[config.mk]
export PLATFORM = sky130hd
export DESIGN_NAME = step_sequencer
export DESIGN_NICKNAME = d
export VERILOG_FILES = /design/src/rtl/stepper_pkg.sv /design/src/rtl/stepper_phase_gen.sv /design/src/rtl/step_sequencer.sv
export SDC_FILE = /design/constraint.sdc
export NUM_CORES = 1
export LEC_CHECK = 0
export CAP_MARGIN = 20
export CELL_PAD_IN_SITES_DETAIL_PLACEMENT = 1
export CELL_PAD_IN_SITES_GLOBAL_PLACEMENT = 2
export CORE_MARGIN = 2
export CORE_UTILIZATION = 35
export CTS_CLUSTER_DIAMETER = 120
export DETAILED_ROUTE_END_ITERATION = 8
export GPL_TIMING_DRIVEN = 1
export PLACE_DENSITY_LB_ADDON = 0.25
export SETUP_SLACK_MARGIN = 0.02
export SKIP_LAST_GASP = 1
export SLEW_MARGIN = 20
export SYNTH_ARGS = -nofsm -noshare
export SYNTH_HDL_FRONTEND = slang
export SYNTH_SLANG_ARGS = --single-unit
[constraint.sdc]
create_clock -name clk -period 4.4 [get_ports clk]
set_input_delay 0.88 -clock clk [delete_from_list [all_inputs] [get_ports clk]]
set_output_delay 0.88 -clock clk [all_outputs]
set_load 0.01 [all_outputs]
[src/rtl/stepper_pkg.sv]
// Shared definitions for the stepper motor sequencer: opcodes, FSM encoding,
// phase table and instruction layout.
package stepper_pkg;

    localparam int PHASE_W = 4;

    localparam logic [2:0] OP_HALT  = 3'b000;
    localparam logic [2:0] OP_STEPF = 3'b001;
    localparam logic [2:0] OP_STEPR = 3'b010;
    localparam logic [2:0] OP_DELAY = 3'b011;
    localparam logic [2:0] OP_SPEED = 3'b100;
    localparam logic [2:0] OP_JUMP  = 3'b101;

    // EXEC acts on the instruction latched in DECODE, giving the
    // FETCH -> DECODE -> EXEC -> FETCH rhythm for one-byte ops.
    typedef enum logic [3:0] {
        S_IDLE,
        S_FETCH,
        S_DECODE,
        S_EXEC,
        S_FETCH2,
        S_OPND,
        S_STEP,
        S_STEP_WAIT,
        S_DLY,
        S_DLY_WAIT,
        S_HALTED
    } state_t;

    // Index 0..3 -> 1001, 1100, 0110, 0011 (entry 0 is the rightmost).
    localparam logic [3:0][PHASE_W-1:0] PHASE_TBL =
        {4'b0011, 4'b0110, 4'b1100, 4'b1001};

    typedef struct packed {
        logic [2:0] op;
        logic [4:0] arg;
    } instr_t;

endpackage

[src/rtl/stepper_phase_gen.sv]
// Coil phase generator: 2-bit phase index with a registered coil drive.
import stepper_pkg::*;

module stepper_phase_gen (
    input  logic               clk,
    input  logic               reset_n,
    input  logic               dir,       // 0 = CW (+1), 1 = CCW (-1)
    input  logic               advance,
    input  logic               energise,
    output logic [PHASE_W-1:0] phase
);

    logic [1:0] idx;
    logic [1:0] idx_nxt;

    // Neighbouring index; 2-bit arithmetic gives the mod-4 wrap.
    always_comb idx_nxt = dir ? idx - 2'd1 : idx + 2'd1;

    // Index and coil register; coils stay de-energised until the first start.
    always_ff @(posedge clk) begin
        if (!reset_n) begin
            idx   <= 2'd0;
            phase <= '0;
        end else if (advance) begin
            idx   <= idx_nxt;
            phase <= PHASE_TBL[idx_nxt];
        end else if (energise) begin
            phase <= PHASE_TBL[idx];
        end
    end

endmodule

[src/rtl/step_sequencer.sv]
// Stepper machine-code sequencer: fetches bytes from a sync ROM, decodes
// them and paces coil steps and pauses through an external delay counter.
import stepper_pkg::*;

module step_sequencer #(
    parameter int         ADDR_W    = 5,
    parameter logic [7:0] STEP_DLY0 = 8'd1
) (
    input  logic               clk,
    input  logic               reset_n,
    input  logic               run,
    output logic [ADDR_W-1:0]  rom_addr,
    input  logic [7:0]         rom_data,
    output logic               dly_start,
    output logic               dly_enable,
    output logic [7:0]         dly_value,
    input  logic               dly_done,
    output logic [PHASE_W-1:0] phase,
    output logic               busy,
    output logic               halted
);

    state_t            state, state_nxt;
    logic [ADDR_W-1:0] pc;
    instr_t            ir;
    logic [4:0]        steps_left;
    logic [7:0]        step_dly;
    logic [7:0]        dly_val_q;
    logic              dly_start_q;
    logic              done_ok;
    logic              step_adv;
    logic              energise;

    // The counter's done flag is stale in the cycle right after a start.
    assign done_ok = dly_done && !dly_start_q;

    // State register.
    always_ff @(posedge clk) begin
        if (!reset_n) state <= S_IDLE;
        else          state <= state_nxt;
    end

    // Next-state decode; dropping run aborts from anywhere.
    always_comb begin
        state_nxt = state;
        case (state)
            S_IDLE:      if (run) state_nxt = S_FETCH;
            S_FETCH:     state_nxt = S_DECODE;
            S_DECODE:    state_nxt = S_EXEC;
            S_EXEC: begin
                case (ir.op)
                    OP_HALT:            state_nxt = S_HALTED;
                    OP_STEPF, OP_STEPR: state_nxt = (ir.arg == 5'd0) ? S_FETCH : S_STEP;
                    OP_DELAY, OP_SPEED: state_nxt = S_FETCH2;
                    default:            state_nxt = S_FETCH;
                endcase
            end
            S_FETCH2:    state_nxt = S_OPND;
            S_OPND:      state_nxt = (ir.op == OP_DELAY) ? S_DLY : S_FETCH;
            S_STEP:      state_nxt = S_STEP_WAIT;
            S_STEP_WAIT: if (done_ok) state_nxt = (steps_left == 5'd1) ? S_FETCH : S_STEP;
            S_DLY:       state_nxt = S_DLY_WAIT;
            S_DLY_WAIT:  if (done_ok) state_nxt = S_FETCH;
            S_HALTED:    state_nxt = S_HALTED;
            default:     state_nxt = S_IDLE;
        endcase
        if (!run) state_nxt = S_IDLE;
    end

    // Program counter, instruction/operand latches, step count and speed.
    always_ff @(posedge clk) begin
        if (!reset_n) begin
            pc          <= '0;
            ir          <= '0;
            steps_left  <= 5'd0;
            step_dly    <= STEP_DLY0;
            dly_val_q   <= 8'd0;
            dly_start_q <= 1'b0;
        end else begin
            dly_start_q <= dly_start;
            case (state)
                S_IDLE:   pc <= '0;
                S_DECODE: begin
                    ir <= rom_data;
                    pc <= pc + 1'b1;
                end
                S_EXEC: begin
                    if (ir.op == OP_STEPF || ir.op == OP_STEPR) begin
                        steps_left <= ir.arg;
                        dly_val_q  <= step_dly;
                    end
                    if (ir.op == OP_JUMP) pc <= ADDR_W'(ir.arg);
                end
                S_OPND: begin
                    pc <= pc + 1'b1;
                    if (ir.op == OP_SPEED)      step_dly  <= rom_data;
                    else if (ir.op == OP_DELAY) dly_val_q <= rom_data;
                end
                S_STEP_WAIT: if (done_ok) steps_left <= steps_left - 5'd1;
                default: ;
            endcase
        end
    end

    // Output decode; start and advance are held off once run has dropped.
    always_comb begin
        step_adv   = (state == S_STEP) && run;
        energise   = (state == S_IDLE) && run;
        dly_start  = (state == S_STEP || state == S_DLY) && run;
        dly_enable = (state == S_STEP_WAIT || state == S_DLY_WAIT);
        busy       = !(state == S_IDLE || state == S_HALTED);
        halted     = (state == S_HALTED);
        rom_addr   = pc;
        dly_value  = dly_val_q;
    end

    stepper_phase_gen u_phase (
        .clk      (clk),
        .reset_n  (reset_n),
        .dir      (ir.op == OP_STEPR),
        .advance  (step_adv),
        .energise (energise),
        .phase    (phase)
    );

endmodule

==> reports/metrics.yaml <==
wl_per_cell_um: 14.9
p_clk_share_pct: 39.4
fin_worst_skew_ns: 0.00531
synth_area_per_cell_um2: 8.36
rows: 30
pwr-share-comb_pct: 9.8
setup_tns_ns: 0
synth_flop_cell: "dfxtp_1"
rr_startpoint: "state[2]"
power_frac_seq_pct: 50.8
grt_max_degree: 35
grt-ovfl-total: 0
synth_cell_types: 52
grt_pass1_wl_um: 10600
numPortBuffers: 32
antenna_found_initial: 0
dr.pass1.iters: 4
r2r_setup_slack_ns: 1.99
ys_ff_latch: 45
cts_sinks: 45
criticalPathCategory: "reg2out"
root_buffer: "clkbuf_8"
cts_resized: 0
r2r_end: "dly_value[3]"
dpl.hpwl_um: 4310
crit_path_end_kind: "primary output"
setup_slack_ns: 1.16
drv_cap: 0
cts_setup_buffers: 0
seq_area_frac_synth_pct: 35.7
power.internal_uw: 629
synth_area_um2: 2520
status: "complete, no violations"
worst_pin_slew_ns: 0.904
hold_viol_final: 0
yosysWarnings: 0
route.detailed.drc: 0
setup_viol: 0
fp.coreArea_um2: 6870
die_y_um: 88.9
postSynthCellCount: 302
whs_endpoint: "dly_value[7]"
multi_input_area_um2: 1480
area_growth_pct: 17.7
power_switching_share_pct: 25.4
syn_nets: 317
clk_pin_slew_ns: 0.09
vias: 2278
async_reset_ff_share_pct: 0
r2r_cells: 4
placedCellCount: 409
finalInstanceArea_um2: 2970
crit_required_ns: 3.52
layout.cells.non_filler: 417
total_power_uw: 844
clk_latency_ns: 0.30
synth-edff-count: 0
dieArea_um2: 7910
grt_pass1_vias: 2135
postRouteAntennaNets: 0
die_w_um: 88.9
routed_wl_um: 6210
max_slew_margin_pct: 39.3
peakVddDrop_mv: 0.160
cts_tree: "done"
max_freq_mhz: 309
holdPathStages: 2
final_cell_mix: "dfxtp_1 (45), clkdlybuf4s50_1 (32), nand2_1 (30)"
drive_gt1_share_pct: 6.85
regArea_um2: 901
worstPathArrival_ns: 2.36
numCtsBuffers: 5
hold_path.class: "reg2reg"
maxSlewViolCount: 0
htreeDepth: 2
start_util_pct: 36.7
holdWs_ns: 0.468
utilization_pct: 43.2
cp_max_fo: 21
clockBufferDepth: 2
post_drt_via_cell_ratio: 5.46
first_iter_violations: 153
gp_congestion: 0.779
io-pin-count: 33
power_density_nw_per_um2: 284
post-place-ws_ns: 1.37
power_switching_uw: 214
cts_hold_buf: 0
cellLeakagePower_nw: 1.06
globalRouteTotalUtil_pct: 17.1
min_from: "dly_value[7]"
final_nets: 335
fillers: 819
diodes: 0
final_common_cell: "dfxtp_1"
fin_crit_ns: 3.24
rsz0062_at_grt: "no"
cp-start-kind: "flip-flop"
finalCritPeriodShare_pct: 73.5
placed_area_um2: 2850
## layer usage
metal | up-vias | global-route usage [%] | share of wire [%]
met5 | - | 0 | 0
met4 | 0 | 4.96 | 0.66
met3 | 4 | 3.51 | 3.0
met2 | 34 | 26.9 | 44
met1 | 1108 | 23.6 | 52
li1 | 1132 | - | -
## state kept, by name, indices dropped and copies added (netlist names)
register / flops
steps_left: 5
rom_addr: 5
state: 4
ir: 8
dly_start_q: 1
u_phase.phase: 4
dly_value: 8
step_dly: 8
u_phase.idx: 2
## cell families after synthesis
family          after synthesis  synth area share [%]
simple gates                116                  25.4
compound gates               85                  22.6
mux                          17                  6.74
buf+inv                      29                  5.70
fa+ha+maj                     3                  1.49
flops                        45                  35.7
xor+xnor                      7                  2.43
## critical path: stages (launching register included)
cell and delay [ns]:
dfxtp_1 0.79, nor3b_1 0.38, a21oi_1 0.16, nor2_1 0.17
clkdlybuf4s50_1 0.54
## cell type report
type | count | area share [%]
Inverter | 7 | 0.885
Multi-Input combinational cell | 228 | 49.8
Clock inverter | 3 | 1.60
Sequential cell | 45 | 30.3
Clock buffer | 5 | 2.32
Tap cell | 96 | 4.04
Timing Repair Buffer | 33 | 11.0
## synthesized netlist by cell type (3+ instances only)
| cell | instances | area, um^2 |
|---|---|---|
| nand2b_1 | 11 | 68.8 |
| a21o_1 | 3 | 22.5 |
| ha_1 | 3 | 37.5 |
| dfxtp_1 | 45 | 901 |
| and2_1 | 3 | 18.8 |
| nand2_1 | 30 | 113 |
| nor3_1 | 8 | 40.0 |
| nand3_1 | 5 | 25.0 |
| a211o_1 | 4 | 35.0 |
| buf_4 | 3 | 22.5 |
| or2_2 | 4 | 25.0 |
| a31oi_1 | 5 | 31.3 |
| o211ai_1 | 10 | 75.1 |
| mux2i_1 | 17 | 170 |
| nor2_1 | 18 | 67.6 |
| nor2b_1 | 5 | 31.3 |
| clkbuf_1 | 9 | 33.8 |
| nor3b_1 | 4 | 30.0 |
| o21ai_0 | 18 | 90.1 |
| buf_2 | 7 | 35.0 |
| xor2_1 | 5 | 43.8 |
| or3_1 | 9 | 56.3 |
| a21oi_1 | 25 | 125 |
| a22oi_1 | 3 | 22.5 |
| o311ai_0 | 3 | 26.3 |
| inv_1 | 5 | 18.8 |
## power groups by stage
stage	sequential (mW)	combinational, mW	clock (mW)
2_1_floorplan	0.433	0.0513	0
3_3_place_gp	0.438	0.0826	0
3_5_place_dp	0.438	0.0834	0
4_1_cts	0.429	0.0839	0.344
5_1_grt	0.431	0.0911	0.365
6_report	0.429	0.0825	0.332
## how the worst max path moves through the flow
stage | from | to | slack (ns) | cells after the start
CTS | state[3] | dly_start | 1.19 | 4
global placement | run | dly_start | 1.40 | 4
finish | state[3] | dly_start | 1.16 | 4
floorplan | dly_done | steps_left[0] | 2.31 | 4
global route | state[3] | dly_start | 0.98 | 4
detailed placement | run | dly_start | 1.37 | 4
Power figures use the tool's default switching activity.
